===== config.mk =====
export PLATFORM = sky130hd
export DESIGN_NAME = axis_decimate
export DESIGN_NICKNAME = d
export VERILOG_FILES = /design/src/rtl/axis_decimate_pkg.sv /design/src/rtl/axis_decimate.sv
export SDC_FILE = /design/constraint.sdc
export NUM_CORES = 1
export LEC_CHECK = 0
export ABC_CLOCK_PERIOD_IN_PS = 3000
export CAP_MARGIN = 20
export CORE_UTILIZATION = 46
export CTS_CLUSTER_DIAMETER = 150
export CTS_CLUSTER_SIZE = 12
export DETAILED_ROUTE_END_ITERATION = 12
export PLACE_DENSITY = 0.92
export RECOVER_POWER = 100
export SYNTH_ARGS = -nofsm -noshare
export SYNTH_HDL_FRONTEND = slang
export SYNTH_SLANG_ARGS = --single-unit

===== constraint.sdc =====
create_clock -name clk -period 3 [get_ports clk]
set_clock_uncertainty 0.1 [all_clocks]
set_input_delay 0.6 -clock clk [delete_from_list [all_inputs] [get_ports clk]]
set_output_delay 0.6 -clock clk [all_outputs]
set_load 0.01 [all_outputs]

===== src/rtl/axis_decimate_pkg.sv =====
// Shared definitions for the stream decimator: KEEP/DROP state encoding and
// the drop-counter width helper.
package axis_decimate_pkg;

    typedef enum logic {
        ST_KEEP = 1'b0,
        ST_DROP = 1'b1
    } state_e;

    // Bits needed to count up to decim; never below 1 so DECIM_SIZE=0 still elaborates.
    function automatic int cnt_width(input int decim);
        int w;
        w = 1;
        while ((1 << w) < (decim + 1)) begin
            w = w + 1;
        end
        return w;
    endfunction

endpackage


===== src/rtl/axis_decimate.sv =====
// AXI-stream decimator: keeps the first beat of every group of DECIM_SIZE+1
// input beats and emits it one cycle after the group's last accepted beat.
module axis_decimate
    import axis_decimate_pkg::*;
#(
    parameter int DECIM_SIZE = 19,
    parameter int DATA_WIDTH = 32
) (
    input  logic                  clk,
    input  logic                  rst_n,
    input  logic                  s_axis_tvalid,
    output logic                  s_axis_tready,
    input  logic [DATA_WIDTH-1:0] s_axis_tdata,
    input  logic                  s_axis_tlast,
    output logic                  m_axis_tvalid,
    input  logic                  m_axis_tready,
    output logic [DATA_WIDTH-1:0] m_axis_tdata,
    output logic                  m_axis_tlast
);

    localparam int              CNT_W     = cnt_width(DECIM_SIZE);
    localparam logic [CNT_W-1:0] CNT_LAST = CNT_W'((DECIM_SIZE > 0) ? DECIM_SIZE - 1 : 0);
    localparam logic            PASS_THRU = (DECIM_SIZE == 0);

    state_e                r_state;
    state_e                w_state_next;
    logic [CNT_W-1:0]      r_cnt;
    logic [DATA_WIDTH-1:0] r_data;
    logic                  r_valid;
    logic                  r_last;

    logic w_s_ready;
    logic w_s_frame;
    logic w_m_frame;
    logic w_cnt_last;
    logic w_capture;
    logic w_emit;
    logic w_cnt_inc;
    logic w_cnt_clr;

    assign w_s_frame  = s_axis_tvalid & w_s_ready;
    assign w_m_frame  = r_valid & m_axis_tready;
    assign w_cnt_last = (r_cnt == CNT_LAST);

    always_ff @(posedge clk or negedge rst_n) begin
        if (!rst_n) begin
            r_state <= ST_KEEP;
        end else begin
            r_state <= w_state_next;
        end
    end

    always_comb begin
        w_state_next = r_state;
        case (r_state)
            ST_KEEP: begin
                if (w_s_frame && !s_axis_tlast && !PASS_THRU) begin
                    w_state_next = ST_DROP;
                end
            end
            ST_DROP: begin
                if (w_s_frame && (w_cnt_last || s_axis_tlast)) begin
                    w_state_next = ST_KEEP;
                end
            end
            default: w_state_next = ST_KEEP;
        endcase
    end

    // KEEP only accepts when the held sample can leave this cycle; DROP never stalls.
    always_comb begin
        w_s_ready = 1'b0;
        w_capture = 1'b0;
        w_emit    = 1'b0;
        w_cnt_inc = 1'b0;
        w_cnt_clr = 1'b0;
        case (r_state)
            ST_KEEP: begin
                w_s_ready = ~r_valid | m_axis_tready;
                w_capture = s_axis_tvalid & w_s_ready;
                w_cnt_clr = w_capture;
                w_emit    = w_capture & (s_axis_tlast | PASS_THRU);
            end
            ST_DROP: begin
                w_s_ready = 1'b1;
                if (s_axis_tvalid) begin
                    if (w_cnt_last || s_axis_tlast) begin
                        w_emit    = 1'b1;
                        w_cnt_clr = 1'b1;
                    end else begin
                        w_cnt_inc = 1'b1;
                    end
                end
            end
            default: begin
                w_s_ready = 1'b0;
            end
        endcase
    end

    always_ff @(posedge clk or negedge rst_n) begin
        if (!rst_n) begin
            r_cnt <= '0;
        end else if (w_cnt_clr) begin
            r_cnt <= '0;
        end else if (w_cnt_inc) begin
            r_cnt <= r_cnt + CNT_W'(1);
        end
    end

    always_ff @(posedge clk or negedge rst_n) begin
        if (!rst_n) begin
            r_data  <= '0;
            r_valid <= 1'b0;
            r_last  <= 1'b0;
        end else begin
            if (w_capture) begin
                r_data <= s_axis_tdata;
            end
            // Re-arming on the same cycle as a drain keeps pass-through at full rate.
            if (w_emit) begin
                r_valid <= 1'b1;
                r_last  <= s_axis_tlast;
            end else if (w_m_frame) begin
                r_valid <= 1'b0;
                r_last  <= 1'b0;
            end
        end
    end

    assign s_axis_tready = w_s_ready;
    assign m_axis_tvalid = r_valid;
    assign m_axis_tdata  = r_data;
    assign m_axis_tlast  = r_last;

endmodule


==> flow_metrics.py, run 1 <==
metrics = {
    "finish": {
        "antenna_cells": 0,
        "area_delta_synth_final_pct": 42.3,
        "drive_above_1_share": 0.124,
        "post-route-cell-area_um2": 2560,
        "nets": 231,
        "nFillCells": 266,
    },
    "hold_path": {
        "hold_start": "m_axis_tdata[10]",
        "hp-class": "reg -> reg",
        "worstHoldPathCells": 1,
    },
    "floorplan": {
        "initial_core_util": 0.484,
        "die-area_um2": 4160,
        "die_h_um": 64.5,
        "fp.dieW_um": 64.5,
        "coreArea_um2": 3720,
        "num_io_pins": 72,
        "row_count": 22,
    },
    "critical_path": {
        "crit_type": "in -> reg",
        "required_ps": 3080,
        "cp.arrival_ps": 2820,
        "critPathMaxFanout": 15,
        "cp-startpoint": "s_axis_tvalid",
        "endpoint_kind": "flop",
        "critPathLaunchType": "primary input",
        "reg2reg_depth": 4,
        "r2r_start": "r_state",
    },
    "timing": {
        "hold_viol": 0,
        "drv_slew": 41,
        "worst_pin_slew_ps": 2060,
        "fin_tns_setup_ps": 0,
        "timing.hold.ws_ps": 392,
        "rsz0062_at_grt": "false",
        "worst_slack_ps": 266,
        "fmax_mhz": 366,
        "post-route-period-util": 0.911,
        "relSlewSlack": -0.373,
        "finalSetupViolations": 0,
        "period_needed_ps": 2730,
    },
    "drt": {
        "drc": 0,
        "ant_nets": 0,
        "first_pass_iters": 4,
        "dr.first_iter.drc_count": 43,
        "wire_per_inst_um": 17.6,
        "viasPerCell": 5.27,
        "wirelength_um": 4250,
        "vias": 1270,
    },
    "outcome": {
        "violations": "capacitance limit, slew limit",
        "status": "finished, violations left",
    },
    "placement": {
        "place_ws_ps": 417,
        "place_area_um2": 2510,
        "gp_routability_congestion": 0.751,
        "port_buffers": 71,
        "hpwl_um": 2960,
    },
    "clock_tree": {
        "cts_setup_buffers": 0,
        "clock-sinks": 40,
        "ctsHtreeMaxLevel": 2,
        "cts_buffer_depth": 2,
        "cts_hold_buf": 0,
        "clk_latency_ps": 290,
        "ctsResizeCount": 0,
        "cts.clk_slew.worst_paths_ps": 80,
        "cts_tree": "yes",
        "ctsRootBufferMaster": "clkbuf_8",
        "numCtsBuffers": 5,
    },
    "logic_synthesis": {
        "synth_cell_types": 24,
        "yosysWarnings": 0,
        "yosys_register_bits": 40,
        "netlist_area_um2": 1800,
        "avgSynthCellArea_um2": 15.6,
        "synth_top_area_cell": "dfrtp_1",
        "synth_top_area_share": 0.557,
        "syn-num-nets": 154,
        "syn-instance-count": 115,
        "seq_area_frac_synth": 0.557,
        "ys_top_cells_by_area": "dfrtp_1, mux2_4, buf_12, o21ai_0, ha_1",
    },
    "pwr": {
        "power.density_nw_per_um2": 704,
        "p_comb_frac": 0.313,
        "power_mw": 1.80,
        "pwr-share-seq": 0.421,
        "swShare": 0.272,
        "p_sw_mw": 0.491,
        "pwr-share-clk": 0.266,
        "vdd_drop_max_uv": 331,
        "p_int_mw": 1.31,
        "p_leak_nw": 1.09,
    },
    "global_route": {
        "grt_pass1_vias": 1258,
        "grt.total_usage": 0.221,
        "antenna_found_initial": 0,
        "grt_pass1_wl_um": 6600,
        "grt_max_degree": 41,
        "grt_overflow_total": 0,
    },
    "flow_run": {
        "max_cap_violations": 1,
    },
}
==> synthesized netlist by cell type <==
cell type / number
a22oi_1: 2
mux2_2: 2
a21boi_0: 1
nand4_1: 2
nand2b_1: 2
o31ai_1: 1
o22ai_1: 1
a21bo_2: 1
nand4bb_1: 1
nor2b_2: 1
nand2_1: 1
ha_1: 2
dfrtp_1: 40
mux2_4: 30
and2_4: 1
nor3b_1: 2
o311ai_0: 2
a21oi_1: 1
nand3_1: 3
nor2b_1: 1
o21ai_0: 9
inv_1: 5
buf_6: 1
buf_12: 3
==> critical path, cell delays in order <==
cell           delay [ps]
dlygate4sd3_1         630
nor2b_1               280
and2_4                330
clkbuf_1              610
mux2_4                360
==> power by group through the flow <==
| stage | clock network (mW) | registers [mW] | logic, mW |
|---|---|---|---|
| finish | 0.480 | 0.758 | 0.564 |
| global route | 0.512 | 0.773 | 0.600 |
| CTS | 0.487 | 0.769 | 0.690 |
| detailed placement | 0 | 0.775 | 0.675 |
| global placement | 0 | 0.759 | 0.661 |
| floorplan | 0 | 0.822 | 0.267 |
==> area by class of cell <==
cell class | count | area, um2 | share of cell area
Sequential cell | 40 | 1000 | 0.391
Timing Repair Buffer | 74 | 716 | 0.280
Multi-Input combinational cell | 66 | 636 | 0.249
Clock buffer | 7 | 96.3 | 0.0377
Tap cell | 48 | 60.1 | 0.0235
Clock inverter | 1 | 30.0 | 0.0117
Inverter | 5 | 18.8 | 0.00734
==> worst paths after layout <==
path	end	slack, ps
hold reg to reg	m_axis_tdata[10]	390
max in group asynchronous	m_axis_tdata[7]	840
min in group asynchronous	m_axis_tdata[0]	790
hold / removal	m_axis_tdata[10]	390
setup / recovery	m_axis_tdata[18]	270
setup reg to reg	m_axis_tdata[18]	760
==> sequential cells by signal, summed over array words and instances, names as in the netlist <==
register,flops
m_axis_tdata,32
r_cnt,5
m_axis_tlast,1
m_axis_tvalid,1
r_state,1
==> cell families (layout without fill, tap and decap cells) <==
logic type / count (synthesis) / count (layout) / share of synthesized area
buffers and inverters: 9 / 87 / 0.0501
adders and majority gates: 2 / 2 / 0.0139
muxes: 32 / 32 / 0.263
AOI/OAI and AO/OA: 18 / 18 / 0.0634
and+or+nand+nor: 14 / 14 / 0.0522
DFF: 40 / 40 / 0.557
==> layer usage <==
| metal | track usage | wire length [um] | share of wire | up-vias |
|---|---|---|---|---|
| li1 | - | - | - | 567 |
| met4 | 0.117 | 92 | 0.022 | 0 |
| met5 | 0 | 0 | 0 | - |
| met1 | 0.268 | 1780 | 0.42 | 631 |
| met3 | 0.0634 | 318 | 0.075 | 8 |
| met2 | 0.357 | 2060 | 0.48 | 64 |
==> through the flow <==
step | instances | utilization
2_1_floorplan | 115 | -
3_3_place_gp | 233 | 0.676
3_5_place_dp | 233 | 0.676
4_1_cts | 241 | 0.710
5_1_grt | 241 | 0.688
6_report | 241 | 0.688
==> cells in the final DEF, fill, tap and decap left out <==
cell type and instances:
nor2b_1 2, nand3_1 3, inv_1 5, nand4_1 2
o311ai_0 2, o31ai_1 1, nand2b_1 2, o22ai_1 1
bufinv_16 1, ha_1 2, clkbuf_1 4, mux2_1 18
nand4bb_1 1, dfrtp_1 40, a21boi_0 1, a21bo_2 1
a21oi_1 1, nand2_1 1, dlygate4sd3_1 36, a22oi_1 2
and2_4 1, o21ai_0 9, mux2_4 12, nor3b_1 2
clkdlybuf4s50_1 34, mux2_2 2, clkbuf_8 7
No activity file was read; power rests on OpenSTA's default activity.
==> run 2: changes to the inputs <==
--- a/config.mk
+++ b/config.mk
@@ -5,7 +5,6 @@
 export SDC_FILE = /design/constraint.sdc
 export NUM_CORES = 1
 export LEC_CHECK = 0
-export ABC_CLOCK_PERIOD_IN_PS = 3000
 export CAP_MARGIN = 20
 export CORE_UTILIZATION = 46
 export CTS_CLUSTER_DIAMETER = 150
==> constraint.sdc (replaced) <==
create_clock -name clk -period 3 [get_ports clk]
set_clock_uncertainty 0.1 [all_clocks]
set_input_delay 0.6 -clock clk [delete_from_list [all_inputs] [get_ports clk]]
set_output_delay 0.6 -clock clk [all_outputs]
set_load 0.1 [all_outputs]
==> run 2 against run 1 <==
  * The flow still finishes with violations (capacitance limit, slew limit)
  * Non-clock buffer count shrank 2
  * Sequential share of layout area rose by 4.4 points
  * Wire length is 6.4% lower
  * Fmax rose by 9.8%
  * Count of clock-buffer cells in the layout shrank 1
  * Die area is the same
  * Cell area shrank 10%
  * Sequential power down 0.5%
  * Via count down 3.1%
  * Critical path type is now in -> out
==> flow_metrics.py, run 2 (same netlist as run 1, synthesis figures left out) <==
metrics = {
    "drt": {
        "wirelength_um": 3980,
        "wire_per_inst_um": 16.7,
        "first_pass_iters": 6,
        "drc": 0,
        "dr.first_iter.drc_count": 65,
        "ant_nets": 0,
        "viasPerCell": 5.15,
        "vias": 1230,
    },
    "pwr": {
        "power.density_nw_per_um2": 1090,
        "p_leak_nw": 0.953,
        "vdd_drop_max_uv": 395,
    },
    "placement": {
        "port_buffers": 71,
        "hpwl_um": 3040,
        "place_inst": 231,
        "gp_routability_congestion": 0.779,
    },
    "critical_path": {
        "critPathMaxFanout": 6,
        "required_ps": 2300,
        "crit_type": "in -> out",
        "cp.arrival_ps": 1790,
        "critPathLaunchType": "primary input",
        "endpoint_kind": "primary output",
    },
    "timing": {
        "hold_viol": 0,
        "relSlewSlack": -0.369,
        "worst_pin_slew_ps": 2050,
        "fmax_mhz": 402,
        "post-route-period-util": 0.830,
        "period_needed_ps": 2490,
        "rsz0062_at_grt": "false",
        "finalSetupViolations": 0,
        "drv_slew": 41,
        "fin_tns_setup_ps": 0,
    },
    "global_route": {
        "antenna_found_initial": 0,
        "use_met1": 0.249,
        "use_met2": 0.361,
        "top_usage_layer": "met2",
        "grt.total_usage": 0.213,
        "use_met3": 0.0704,
        "grt_pass1_vias": 1237,
        "grt_max_degree": 41,
        "grt_pass1_wl_um": 6420,
        "grt_overflow_total": 0,
    },
    "outcome": {
        "violations": "capacitance limit, slew limit",
        "status": "finished, violations left",
    },
    "flow_run": {
        "max_cap_violations": 1,
    },
    "floorplan": {
        "num_io_pins": 72,
        "initial_core_util": 0.484,
        "fp.dieW_um": 64.5,
        "die_h_um": 64.5,
        "die-area_um2": 4160,
        "row_count": 22,
        "coreArea_um2": 3720,
    },
    "finish": {
        "mostFrequentLayoutCells": "dfrtp_1, clkbuf_1, clkdlybuf4s50_1",
        "largest_reg_flops": 32,
        "instances_no_fill": 239,
        "antenna_cells": 0,
        "final_common_cell": "dfrtp_1",
        "area_delta_synth_final_pct": 28.0,
        "drive_above_1_share": 0.0890,
        "nFillCells": 323,
        "nets": 229,
    },
    "clock_tree": {
        "numCtsBuffers": 5,
        "cts_buffer_depth": 2,
        "cts_setup_buffers": 0,
        "ctsRootBufferMaster": "clkbuf_8",
        "cts_hold_buf": 0,
        "cts.clk_slew.worst_paths_ps": 70,
        "clk_latency_ps": 280,
        "clock-sinks": 40,
        "cts_tree": "yes",
        "ctsHtreeMaxLevel": 2,
        "ctsResizeCount": 0,
    },
    "hold_path": {
        "hp-class": "reg -> reg",
    },
}
-- run 2: changes by cell type in the layout (fill, tap and decap cells not counted), sizes merged --
cell	before	now
dlygate4sd3	36	1
clkbuf	11	41
clkinv	0	1
buf	0	2
-- run 2: per-layer routing --
layer	vias up	part of all wire
li1	563	-
met1	598	0.40
met2	63	0.50
met3	6	0.085
met4	0	0.015
met5	-	0
-- run 2: area by class of cell --
cell class / instances / area, um2 / area share
multi-input cells: 66 / 603 / 0.262
well taps: 48 / 60.1 / 0.0261
clock inverters: 2 / 35.0 / 0.0152
clock buffers: 6 / 72.6 / 0.0316
flip-flops and latches: 40 / 1000 / 0.435
inverters: 5 / 18.8 / 0.00816
repair buffers: 72 / 509 / 0.221
-- run 2: metrics by stage --
| step | util | cell area (um2) | hold WS, ps | setup slack, ps | power, mW |
|---|---|---|---|---|---|
| 2_1_floorplan | - | 1800 | 204 | 411 | 2.00 |
| 3_3_place_gp | 0.652 | 2420 | 394 | 508 | 2.30 |
| 3_5_place_dp | 0.652 | 2420 | 397 | 407 | 2.33 |
| 4_1_cts | 0.681 | 2530 | 341 | 630 | 2.76 |
| 5_1_grt | 0.619 | 2300 | 406 | 382 | 2.61 |
| 6_report | 0.619 | 2300 | 386 | 510 | 2.51 |
-- run 2: path summary, 6_finish.rpt --
kind	cells past startpoint	from	slack, ps	to
setup / recovery	5	m_axis_tready	510	s_axis_tready
hold reg to reg	1	m_axis_tdata[14]	390	m_axis_tdata[14]
hold / removal	1	m_axis_tdata[14]	390	m_axis_tdata[14]
max in group asynchronous	1	rst_n	830	m_axis_tdata[18]
min in group asynchronous	1	rst_n	790	m_axis_tdata[27]
setup reg to reg	3	r_state	1030	m_axis_tdata[13]
-- run 2: worst max-delay path: stages --
cell	delay, ps
dlygate4sd3_1	570
nor3b_1	210
buf_4	170
inv_1	70
buf_12	160
-- run 2: where the power goes --
part / switching (mW) / leakage, nW / internal (mW)
clock network: 0.172 / 0.0552 / 0.247
logic: 1.14 / 0.418 / 0.196
registers: 0.0787 / 0.479 / 0.676
total: 1.39 / 0.953 / 1.12
==> run 3: changes to the inputs <==
--- a/config.mk
+++ b/config.mk
@@ -6,11 +6,11 @@
 export NUM_CORES = 1
 export LEC_CHECK = 0
 export CAP_MARGIN = 20
-export CORE_UTILIZATION = 46
+export CORE_UTILIZATION = 43
 export CTS_CLUSTER_DIAMETER = 150
 export CTS_CLUSTER_SIZE = 12
 export DETAILED_ROUTE_END_ITERATION = 12
-export PLACE_DENSITY = 0.92
+export PLACE_DENSITY = 0.88
 export RECOVER_POWER = 100
 export SYNTH_ARGS = -nofsm -noshare
 export SYNTH_HDL_FRONTEND = slang
==> constraint.sdc (replaced) <==
create_clock -name clk -period 2.4 [get_ports clk]
set_clock_uncertainty 0.1 [all_clocks]
set_input_delay 0.48 -clock clk [delete_from_list [all_inputs] [get_ports clk]]
set_output_delay 0.48 -clock clk [all_outputs]
set_load 0.1 [all_outputs]
==> run 3 against run 2 <==
  * The run now ends clean
  * Count of clock-buffer cells in the layout stayed put
  * Critical path type is now in -> reg
  * Register-to-register slack worse by 470 ps
  * Highest routed layer unchanged
  * Sequential power is 25% higher
  * Hold slack worse by 70 ps
  * Largest power group unchanged
==> flow_metrics.py, run 3 (same netlist as run 1, synthesis figures left out) <==
metrics = {
    "floorplan": {
        "row_count": 23,
        "fp.dieW_um": 66.6,
        "die_h_um": 66.6,
        "initial_core_util": 0.449,
        "num_io_pins": 72,
        "die-area_um2": 4440,
        "coreArea_um2": 4000,
    },
    "timing": {
        "rsz0062_at_grt": "false",
        "relSlewSlack": 0.204,
        "finalSetupViolations": 0,
        "worst_pin_slew_ps": 1190,
        "timing.hold.ws_ps": 316,
        "post-route-period-util": 0.906,
        "fin_tns_setup_ps": 0,
        "period_needed_ps": 2170,
        "worst_slack_ps": 225,
        "drv_slew": 0,
        "fmax_mhz": 460,
        "hold_viol": 0,
    },
    "clock_tree": {
        "numCtsBuffers": 5,
        "ctsRootBufferMaster": "clkbuf_8",
        "cts_hold_buf": 0,
        "clock-sinks": 40,
        "cts_setup_buffers": 0,
        "clk_latency_ps": 280,
        "ctsResizeCount": 0,
        "ctsHtreeMaxLevel": 2,
        "cts_buffer_depth": 2,
        "cts_tree": "yes",
        "cts.clk_slew.worst_paths_ps": 80,
    },
    "outcome": {
        "status": "completed",
    },
    "finish": {
        "mostFrequentLayoutCells": "dfrtp_1, clkdlybuf4s50_1, clkbuf_2",
        "area_delta_synth_final_pct": 32.4,
        "nets": 233,
        "final_common_cell": "dfrtp_1",
        "drive_above_1_share": 0.292,
        "antenna_cells": 0,
        "post-route-cell-area_um2": 2380,
        "largest_reg_flops": 32,
    },
    "drt": {
        "wire_per_inst_um": 14.6,
        "vias": 1224,
        "ant_nets": 0,
        "viasPerCell": 5.00,
        "dr.first_iter.drc_count": 28,
        "drc": 0,
        "first_pass_iters": 4,
        "wirelength_um": 3570,
    },
    "global_route": {
        "grt_pass1_vias": 1186,
        "grt_pass1_wl_um": 5480,
        "grt_max_degree": 24,
        "antenna_found_initial": 0,
        "grt_overflow_total": 0,
        "grt.total_usage": 0.170,
    },
    "critical_path": {
        "critPathLaunchType": "primary input",
        "reg2reg_depth": 4,
        "r2r_start": "r_state",
        "reg2reg_to": "m_axis_tdata[29]",
        "r2r_slack_ps": 560,
        "cp.arrival_ps": 2240,
        "endpoint_kind": "flop",
        "critPathMaxFanout": 15,
        "crit_type": "in -> reg",
        "required_ps": 2470,
    },
    "placement": {
        "place_ws_ps": 274,
        "port_buffers": 71,
        "gp_routability_congestion": 0.797,
        "place_area_um2": 2480,
        "hpwl_um": 2700,
    },
    "pwr": {
        "vdd_drop_max_uv": 751,
        "p_leak_nw": 1.08,
        "power.density_nw_per_um2": 1350,
    },
    "flow_run": {
        "max_cap_violations": 0,
    },
    "hold_path": {
        "hp-class": "in -> async",
    },
}
run 3: where the power goes:
part | leakage [nW] | switching, mW | internal, mW
combinational | 0.542 | 1.43 | 0.314
clock | 0.0552 | 0.222 | 0.308
sequential | 0.478 | 0.0951 | 0.845
run 3: worst max path at each step:
stage                             start               end  slack [ps]  cells after the start
after floorplan           m_axis_tvalid     s_axis_tready         200                      2
after global placement    m_axis_tready     s_axis_tready         240                      4
after detailed placement  s_axis_tvalid   m_axis_tdata[3]         270                      5
after CTS                 m_axis_tready     s_axis_tready         270                      4
after global routing      s_axis_tvalid  m_axis_tdata[29]         100                      5
final                     s_axis_tvalid  m_axis_tdata[29]         230                      5
run 3: layer usage:
layer | share of wire | up-vias | track usage
met5 | 0 | - | 0
met4 | 0.0070 | 0 | 0.0319
met3 | 0.098 | 4 | 0.0668
met2 | 0.46 | 61 | 0.279
met1 | 0.43 | 586 | 0.213
li1 | - | 573 | -
run 3: through the flow:
stage / power (mW) / cells / utilization
final: 3.21 / 245 / 0.595
after global routing: 3.33 / 245 / 0.595
after CTS: 3.45 / 245 / 0.647
after detailed placement: 2.92 / 237 / 0.621
after global placement: 2.90 / 237 / 0.621
after floorplan: 2.50 / 115 / -
run 3: final cells by class:
type	count	area, um2
fill	368	1620
tap	50	62.6
timing repair buffer	76	554
multi-input combinational	66	633
sequential	40	1000
inverter	5	18.8
clock inverter	2	35.0
clock buffer	6	72.6
run 3: worst max-delay path, cell delays in order:
cell	delay, ps
dlygate4sd3_1	570
nor2b_1	200
and2_0	170
clkbuf_2	430
mux2_1	380
